`src/rtl/gpio_pkg.sv`:
```
// Shared constants, state encoding and helpers for the GPIO bus master.
// The RMW states exist only when GPIO_MASTER_RMW_EN is defined.
package gpio_pkg;

    localparam int unsigned DATA_W = 32;
    localparam int unsigned CNT_W  = 4;

    localparam logic [1:0] GPIO_OUT_ADDR = 2'h0;
    localparam logic [1:0] GPIO_IN_ADDR  = 2'h1;

`ifdef GPIO_MASTER_RMW_EN
    typedef enum logic [2:0] {
        StIdle,
        StAccess,
        StWait,
        StResp,
        StRmwRd,
        StRmwWr
    } gpio_state_e;

    function automatic logic [DATA_W-1:0] rmw_merge(input logic [DATA_W-1:0] wdata,
                                                    input logic [DATA_W-1:0] mask,
                                                    input logic [DATA_W-1:0] rdata);
        return (wdata & mask) | (rdata & ~mask);
    endfunction
`else
    typedef enum logic [2:0] {
        StIdle,
        StAccess,
        StWait,
        StResp
    } gpio_state_e;
`endif

    function automatic logic addr_legal(input logic [1:0] addr);
        return (addr == GPIO_OUT_ADDR) || (addr == GPIO_IN_ADDR);
    endfunction

endpackage

```
`src/rtl/gpio_wait_cnt.sv`:
```
// Loadable down-counter; done flags the final cycle of a read-latency wait.
module gpio_wait_cnt
    import gpio_pkg::*;
(
    input  logic             clk,
    input  logic             rst,
    input  logic             load,
    input  logic [CNT_W-1:0] load_val,
    input  logic             en,
    output logic             done
);

    logic [CNT_W-1:0] cnt_q;

    always_ff @(posedge clk or posedge rst) begin
        if (rst) begin
            cnt_q <= '0;
        end else if (load) begin
            cnt_q <= load_val;
        end else if (en && (cnt_q != '0)) begin
            cnt_q <= cnt_q - 1'b1;
        end
    end

    assign done = (cnt_q == CNT_W'(1));

endmodule

```
`src/rtl/gpio_bus_master.sv`:
```
// Valid/ready command front-end that drives the GPIO port bus and returns one response.
// Read-modify-write writes are compiled in with GPIO_MASTER_RMW_EN.
module gpio_bus_master
    import gpio_pkg::*;
#(
    parameter int unsigned       READ_LATENCY = 1,
    parameter logic [DATA_W-1:0] BASE_ADDR    = 32'h0
) (
    input  logic              clk,
    input  logic              rst,
    input  logic              req_valid,
    output logic              req_ready,
    input  logic              req_write,
    input  logic [1:0]        req_addr,
    input  logic [DATA_W-1:0] req_wdata,
`ifdef GPIO_MASTER_RMW_EN
    input  logic              req_rmw,
    input  logic [DATA_W-1:0] req_mask,
`endif
    output logic              rsp_valid,
    input  logic              rsp_ready,
    output logic [DATA_W-1:0] rsp_rdata,
    output logic              rsp_err,
    output logic [DATA_W-1:0] bus_addr,
    output logic [DATA_W-1:0] bus_wdata,
    output logic              bus_sel,
    input  logic [DATA_W-1:0] bus_rdata
);

    localparam logic [CNT_W-1:0] WAIT_LOAD = CNT_W'(READ_LATENCY);

    gpio_state_e state_q, state_d;

    logic              cmd_write_q;
    logic [1:0]        cmd_addr_q;
    logic [DATA_W-1:0] cmd_wdata_q;
    logic              cmd_err_q;
    logic              rmw_op;

    logic              bus_sel_q, bus_sel_d;
    logic [DATA_W-1:0] bus_addr_q, bus_addr_d;
    logic [DATA_W-1:0] bus_wdata_q, bus_wdata_d;
    logic              rsp_valid_q, rsp_valid_d;
    logic [DATA_W-1:0] rsp_rdata_q, rsp_rdata_d;
    logic              rsp_err_q, rsp_err_d;
    logic [DATA_W-1:0] resp_data;
    logic [DATA_W-1:0] sel_addr;

    logic accept;
    logic cnt_load, cnt_en, cnt_done;

`ifdef GPIO_MASTER_RMW_EN
    logic              cmd_rmw_q;
    logic [DATA_W-1:0] cmd_mask_q;
    logic [DATA_W-1:0] rd_q, rd_d;
    assign rmw_op = cmd_rmw_q;
`else
    assign rmw_op = 1'b0;
`endif

    assign req_ready = (state_q == StIdle) && !rst;
    assign accept    = req_valid && req_ready;
    assign sel_addr  = BASE_ADDR | {{(DATA_W-2){1'b0}}, cmd_addr_q};

    gpio_wait_cnt u_wait_cnt (
        .clk      (clk),
        .rst      (rst),
        .load     (cnt_load),
        .load_val (WAIT_LOAD),
        .en       (cnt_en),
        .done     (cnt_done)
    );

    // Bus and response registers follow the state by one cycle, so a read is sampled
    // READ_LATENCY cycles after the cycle in which bus_sel is visible.
    always_comb begin
        resp_data = '0;
        if (!cmd_err_q) begin
`ifdef GPIO_MASTER_RMW_EN
            if (rmw_op) begin
                resp_data = rd_q;
            end else if (!cmd_write_q) begin
                resp_data = bus_rdata;
            end
`else
            if (!cmd_write_q) begin
                resp_data = bus_rdata;
            end
`endif
        end
    end

    always_comb begin
        state_d     = state_q;
        bus_sel_d   = 1'b0;
        bus_addr_d  = '0;
        bus_wdata_d = '0;
        rsp_valid_d = rsp_valid_q;
        rsp_rdata_d = rsp_rdata_q;
        rsp_err_d   = rsp_err_q;
        cnt_load    = 1'b0;
        cnt_en      = 1'b0;
`ifdef GPIO_MASTER_RMW_EN
        rd_d        = rd_q;
`endif
        unique case (state_q)
            StIdle: begin
                if (accept) begin
                    state_d = addr_legal(req_addr) ? StAccess : StResp;
                end
            end
            StAccess: begin
                bus_sel_d  = 1'b1;
                bus_addr_d = sel_addr;
                if (cmd_write_q && !rmw_op) begin
                    bus_wdata_d = cmd_wdata_q;
                    state_d     = StResp;
                end else begin
                    cnt_load = 1'b1;
                    state_d  = StWait;
                end
            end
            StWait: begin
                cnt_en = 1'b1;
                if (cnt_done) begin
`ifdef GPIO_MASTER_RMW_EN
                    state_d = rmw_op ? StRmwRd : StResp;
`else
                    state_d = StResp;
`endif
                end
            end
`ifdef GPIO_MASTER_RMW_EN
            StRmwRd: begin
                rd_d    = bus_rdata;
                state_d = StRmwWr;
            end
            StRmwWr: begin
                bus_sel_d   = 1'b1;
                bus_addr_d  = sel_addr;
                bus_wdata_d = rmw_merge(cmd_wdata_q, cmd_mask_q, rd_q);
                state_d     = StResp;
            end
`endif
            StResp: begin
                if (!rsp_valid_q) begin
                    rsp_valid_d = 1'b1;
                    rsp_err_d   = cmd_err_q;
                    rsp_rdata_d = resp_data;
                end else if (rsp_ready) begin
                    rsp_valid_d = 1'b0;
                    rsp_err_d   = 1'b0;
                    rsp_rdata_d = '0;
                    state_d     = StIdle;
                end
            end
            default: state_d = StIdle;
        endcase
    end

    always_ff @(posedge clk or posedge rst) begin
        if (rst) begin
            state_q     <= StIdle;
            bus_sel_q   <= 1'b0;
            bus_addr_q  <= '0;
            bus_wdata_q <= '0;
            rsp_valid_q <= 1'b0;
            rsp_rdata_q <= '0;
            rsp_err_q   <= 1'b0;
        end else begin
            state_q     <= state_d;
            bus_sel_q   <= bus_sel_d;
            bus_addr_q  <= bus_addr_d;
            bus_wdata_q <= bus_wdata_d;
            rsp_valid_q <= rsp_valid_d;
            rsp_rdata_q <= rsp_rdata_d;
            rsp_err_q   <= rsp_err_d;
        end
    end

    always_ff @(posedge clk or posedge rst) begin
        if (rst) begin
            cmd_write_q <= 1'b0;
            cmd_addr_q  <= '0;
            cmd_wdata_q <= '0;
            cmd_err_q   <= 1'b0;
`ifdef GPIO_MASTER_RMW_EN
            cmd_rmw_q   <= 1'b0;
            cmd_mask_q  <= '0;
`endif
        end else if (accept) begin
            cmd_write_q <= req_write;
            cmd_addr_q  <= req_addr;
            cmd_wdata_q <= req_wdata;
            cmd_err_q   <= !addr_legal(req_addr);
`ifdef GPIO_MASTER_RMW_EN
            cmd_rmw_q   <= req_write && req_rmw;
            cmd_mask_q  <= req_mask;
`endif
        end
    end

`ifdef GPIO_MASTER_RMW_EN
    always_ff @(posedge clk or posedge rst) begin
        if (rst) begin
            rd_q <= '0;
        end else begin
            rd_q <= rd_d;
        end
    end
`endif

    assign bus_sel   = bus_sel_q;
    assign bus_addr  = bus_addr_q;
    assign bus_wdata = bus_wdata_q;
    assign rsp_valid = rsp_valid_q;
    assign rsp_rdata = rsp_rdata_q;
    assign rsp_err   = rsp_err_q;

endmodule

```
`config.mk`:
```
export PLATFORM = sky130hd
export DESIGN_NAME = gpio_bus_master
export DESIGN_NICKNAME = d
export VERILOG_FILES = /design/src/rtl/gpio_pkg.sv /design/src/rtl/gpio_wait_cnt.sv /design/src/rtl/gpio_bus_master.sv
export SDC_FILE = /design/constraint.sdc
export NUM_CORES = 1
export LEC_CHECK = 0
export BUFFER_PORTS_ARGS = -buffer_cell sky130_fd_sc_hd__buf_2
export CORE_UTILIZATION = 50
export DETAILED_ROUTE_END_ITERATION = 16
export GPL_TIMING_DRIVEN = 0
export PLACE_DENSITY = 0.83
export SYNTH_ARGS = -nofsm -noshare
export SYNTH_HDL_FRONTEND = slang
export SYNTH_SLANG_ARGS = --single-unit
```
`constraint.sdc`:
```
create_clock -name clk -period 12 [get_ports clk]
set_input_delay 3.6 -clock clk [delete_from_list [all_inputs] [get_ports clk]]
set_output_delay 3.6 -clock clk [all_outputs]
set_load 0.01 [all_outputs]
```
After elaboration in Yosys (flattened, before gate mapping)
Index checks and enable logic that the tools add are counted.
{ "word_totals": {"ff_bits": 142, "latchBits": 0, "ramBits": 0, "mem_bits_ro": 0, "out_inout_bits": 100, "memories": 0} }
{ "op_classes": {"add_sub_neg": 1, "n_mul": 0, "div": 0, "order_cmp": 0, "n_eq_ne": 10, "n_shift": 0, "n_mux": 24, "bitwise_logic": 0, "reduce_logical": 12} }
{ "ops": {"columns": ["cell", "n"], "rows": [
  ["32-bit two-way mux", 6],
  ["3-bit two-way mux", 4],
  ["3-bit one-hot mux with 4 select lines", 1],
  ["2-bit != test (second input constant)", 5],
  ["1-bit two-way mux", 9],
  ["4-bit two-way mux", 2],
  ["3-bit by 2-bit == test with 1-bit output (second input constant)", 2],
  ["4-bit by 1-bit == test with 1-bit output (second input constant)", 1],
  ["2-bit two-way mux", 2],
  ["4-bit AND reduction", 1],
  ["4-bit nonzero test", 1],
  ["4-bit by 1-bit subtractor with 4-bit output (second input constant)", 1],
  ["3-bit by 1-bit == test with 1-bit output (second input constant)", 1],
  ["1-bit logical AND", 3],
  ["3-bit zero test", 1],
  ["2-bit by 1-bit == test with 1-bit output (second input constant)", 1],
  ["1-bit zero test", 2],
  ["2-bit zero test", 1],
  ["2-bit AND reduction", 1],
  ["2-bit nonzero test", 1],
  ["1-bit logical OR", 1]
]} }

Longest topological paths before layout
{ "logic_depth": {"ltp_word": 5, "mapped_depth": 6, "mapped_depth_nobuf": 5} }

Hierarchy
Synthesis repeated with hierarchy kept, for this count alone.
{ "hier_totals": {"cells_unflattened": 313, "hier_area_um2": 4376.7} }
{ "by_module_without_submodules": {"columns": ["module", "n_inst", "cells_per_inst", "area_per_inst_um2", "seq_area_each_um2"], "rows": [
  ["gpio_bus_master", 1, 283, 4090.2, 2677.6],
  ["gpio_wait_cnt", 1, 30, 286.5, 100.1]
]} }

Worst setup path before layout
No wires, ideal clock.
{ "synth_path": {"path_type": "input to output", "startpoint": "input rst", "endpoint": "output req_ready", "arrival_ns": 3.808, "slack_ns": 4.592, "path_stages": 1, "path_cell_list": "nor2b_1"} }
{ "synth_via": {"elab_chain_len": 2} }
{ "synth_rtl": {"columns": ["item", "line", "text"], "rows": [
  ["from (decl)", "gpio_bus_master.sv:10", "input logic rst,"],
  ["1-bit zero test (no source line)", null, null],
  ["1-bit logical AND", "gpio_bus_master.sv:61", "assign req_ready = (state_q == StIdle) && !rst;"],
  ["to (decl)", "gpio_bus_master.sv:12", "output logic req_ready,"]
]} }
No other way between the ends.

Worst setup path in the final report
Same ends and word-level chain as after synthesis.

==> reports/qor.yml <==
status:
  run_status: "complete, no violations"
clocking:
  clockRootBuffer: "clkbuf_8"
  cts_tree: "built"
  cts-resized-gates: 0
  clock_sinks: 111
  cts-hold-fix-buffers: 0
  cts_max_level: 3
  cts_made_buffers: 9
  insertion_delay_ns: 0.37
  cts_max_path_buffers: 2
  post_cts_buffers: 0
  cts.reportedPaths.clkPinSlew_ns: 0.10
min_path:
  hold_end: "bus_addr[0]"
  hold_class: "flop to flop"
  holdCritStartpoint: "cmd_addr_q[0]"
  whs_path_depth: 1
timing:
  fin_hold_ws_ns: 0.4934
  rsz0062_at_grt: "no"
  fin_tns_setup_ns: 0
  slew_viol_final: 0
  worst_pin_slew_ns: 0.6394
  slew_headroom: 0.5737
  skew_ns: 0.01236
  fmaxAchievable_mhz: 130.5
  setup_violations: 0
  period_share: 0.6384
  min_period_ns: 7.661
  finalHoldViolCount: 0
die:
  placementRows: 33
  io-pin-count: 171
  dieHeight_um: 94.94
  die_x_um: 94.94
  initial_core_util: 0.5204
  core-area_um2: 8299
  die_area_um2: 9014
drt:
  firstDrtPassIters: 4
  final_antenna_net_count: 0
  vias: 2897
  wl_per_cell_um: 14.64
  vias_per_cell: 4.836
  wirelength_mm: 8.772
  drc: 0
  drtIter0Drc: 41
cells_and_area:
  final_nets: 567
  final-instance-count-excl-fill: 599
  syn2layout_area_growth_pct: 26.62
  drive_gt1_frac: 0.4737
  antenna_cells: 0
  final_core_util: 0.6590
worst_setup_path:
  cpPeakStageDelay_ns: 0.17
  critical_path.slowest_cell: "buf_2"
  startpoint_type: "primary input"
  worst_r2r_endpoint: "cmd_wdata_q[27]"
  rr_worst_depth: 6
  timing.rr.start: "state_q[0]"
  rrSetupSlack_ns: 9.95
  setup.worst_path.end_class: "output port"
  path_cells: "buf_2, nor2b_1, buf_2"
  path_class: "primary input to output port"
  critPathMostFrequentCell: "buf_2"
  critPathArrivalTime_ns: 4.06
  cp.required_ns: 8.40
  crit_fanout: 3
power:
  p_per_area_nw_per_um2: 229.4
  power.leakage_nw: 3.120
  ir_drop_uv: 138.4
placement:
  dp_hpwl_mm: 6.507
  io_buffers: 140
  place_congestion: 0.7373
  placedCellCount: 583
global_routing:
  grt_pass1_vias: 2829
  grt_max_degree: 61
  antenna_found_initial: 0
  grt_pass1_wl_mm: 13.40
  grt.total_usage: 0.2006
  overflow: 0
logic_synthesis:
  syn_inst: 308
  yosysWarnings: 0
  synth_area_um2: 4319
  synth.distinct_cells: 32
  avgSynthCellArea_um2: 14.02
  synth_top_area_frac: 0.6431
  synthTopCellsByArea: "dfrtp_1 (64%), mux2_2 (9.9%), a22o_1 (6.5%)"
  synth_top_area_cell: "dfrtp_1"
  seq_area_frac_synth: 0.6431
  synth-seq-cells: 111
run:
  max-cap-violations: 0
[where the power goes]
part / leakage (nW) / total, mW / internal (mW) / switching, mW
registers: 1.45 / 0.601 / 0.526 / 0.0759
logic: 1.58 / 0.446 / 0.221 / 0.225
clock network: 0.0936 / 0.207 / 0.0795 / 0.127
[synthesized netlist by cell type, drive strengths merged]
library cell  instances
and2                  2
nor2                  3
clkbuf               11
a22o                 32
nor4b                 1
nand3                 2
nor2b                 2
nand2                 2
a21oi                 2
o41ai                 1
ha                    7
a211oi                1
conb                  1
and3                 32
xor2                  1
or3                   3
a32o                  1
mux2                 38
dfrtp               111
o21a                  1
inv                   7
buf                  36
nand2b                2
a222oi                1
or2b                  1
or3b                  1
nor3b                 1
o21ai                 3
o211ai                2
[cell families (layout without fill, tap and decap cells)]
logic type | Yosys count | in the layout | synth area share
muxes | 38 | 38 | 0.09907
DFF | 111 | 111 | 0.6431
adders and majority gates | 7 | 7 | 0.02028
xor gates and xnor gates | 1 | 1 | 0.002028
other | 1 | 30 | 0.0008682
buffers and inverters | 54 | 211 | 0.07474
AOI/OAI and AO/OA | 44 | 44 | 0.08430
and+or+nand+nor | 52 | 52 | 0.07561
[worst max-delay path: cells and delay by family]
| family | cells | cell delay (ns) |
|---|---|---|
| buffers and inverters | 2 | 0.30 |
| and+or+nand+nor | 1 | 0.16 |
[cell usage in the layout, fill, tap and decap left out, types with 3 or more instances in the layout]
| master | instances |
|---|---|
| buf_2 | 146 |
| buf_4 | 30 |
| clkbuf_8 | 9 |
| inv_6 | 3 |
| a22o_1 | 32 |
| nor2_1 | 3 |
| inv_1 | 6 |
| and3_1 | 32 |
| mux2_2 | 38 |
| conb_1 | 30 |
| clkbuf_1 | 12 |
| ha_1 | 7 |
| dfrtp_1 | 111 |
[metrics by stage]
stage               power, mW  instance area (um^2)  worst slack, ns
floorplan              0.8839                  4428            4.592
finish                  1.254                  5469            4.339
CTS                     1.269                  5469            4.339
global route            1.338                  5469            4.301
global placement        1.029                  5260            4.380
detailed placement      1.059                  5290            4.339
[registers in the layout (all words and copies together), names as in the netlist, 2 cells and up]
signal / flops
bus_addr: 2
bus_wdata: 32
cmd_wdata_q: 32
u_wait_cnt.cnt_q: 4
rsp_rdata: 32
cmd_addr_q: 2
state_q: 2
[cell type report]
class,instances,area [um^2]
buffer,47,296.5
clock buffer,10,127.6
clock inverter,6,51.30
fill,641,2830
inverter,7,28.78
multi-input combinational,172,1328
sequential,111,2778
tap,105,131.4
timing repair buffer,141,728.2
[worst max-delay path by stage]
| stage | startpoint | end | slack [ns] | cells after the start |
|---|---|---|---|---|
| after floorplan | rst | req_ready | 4.59 | 1 |
| after global placement | rst | req_ready | 4.38 | 3 |
| after detailed placement | rst | req_ready | 4.34 | 3 |
| after CTS | rst | req_ready | 4.34 | 3 |
| after global routing | rst | req_ready | 4.30 | 3 |
| final | rst | req_ready | 4.34 | 3 |
[layer usage]
metal / share of wire / wire length, um / global-route usage / vias up
met5: 0 / 0 / 0 / -
met4: 0.011 / 95 / 0.06061 / 0
met3: 0.089 / 783 / 0.07085 / 11
met2: 0.49 / 4290 / 0.3411 / 122
met1: 0.41 / 3602 / 0.2392 / 1382
li1: - / - / - / 1382
Note: power is estimated with default switching activity, not from simulation.
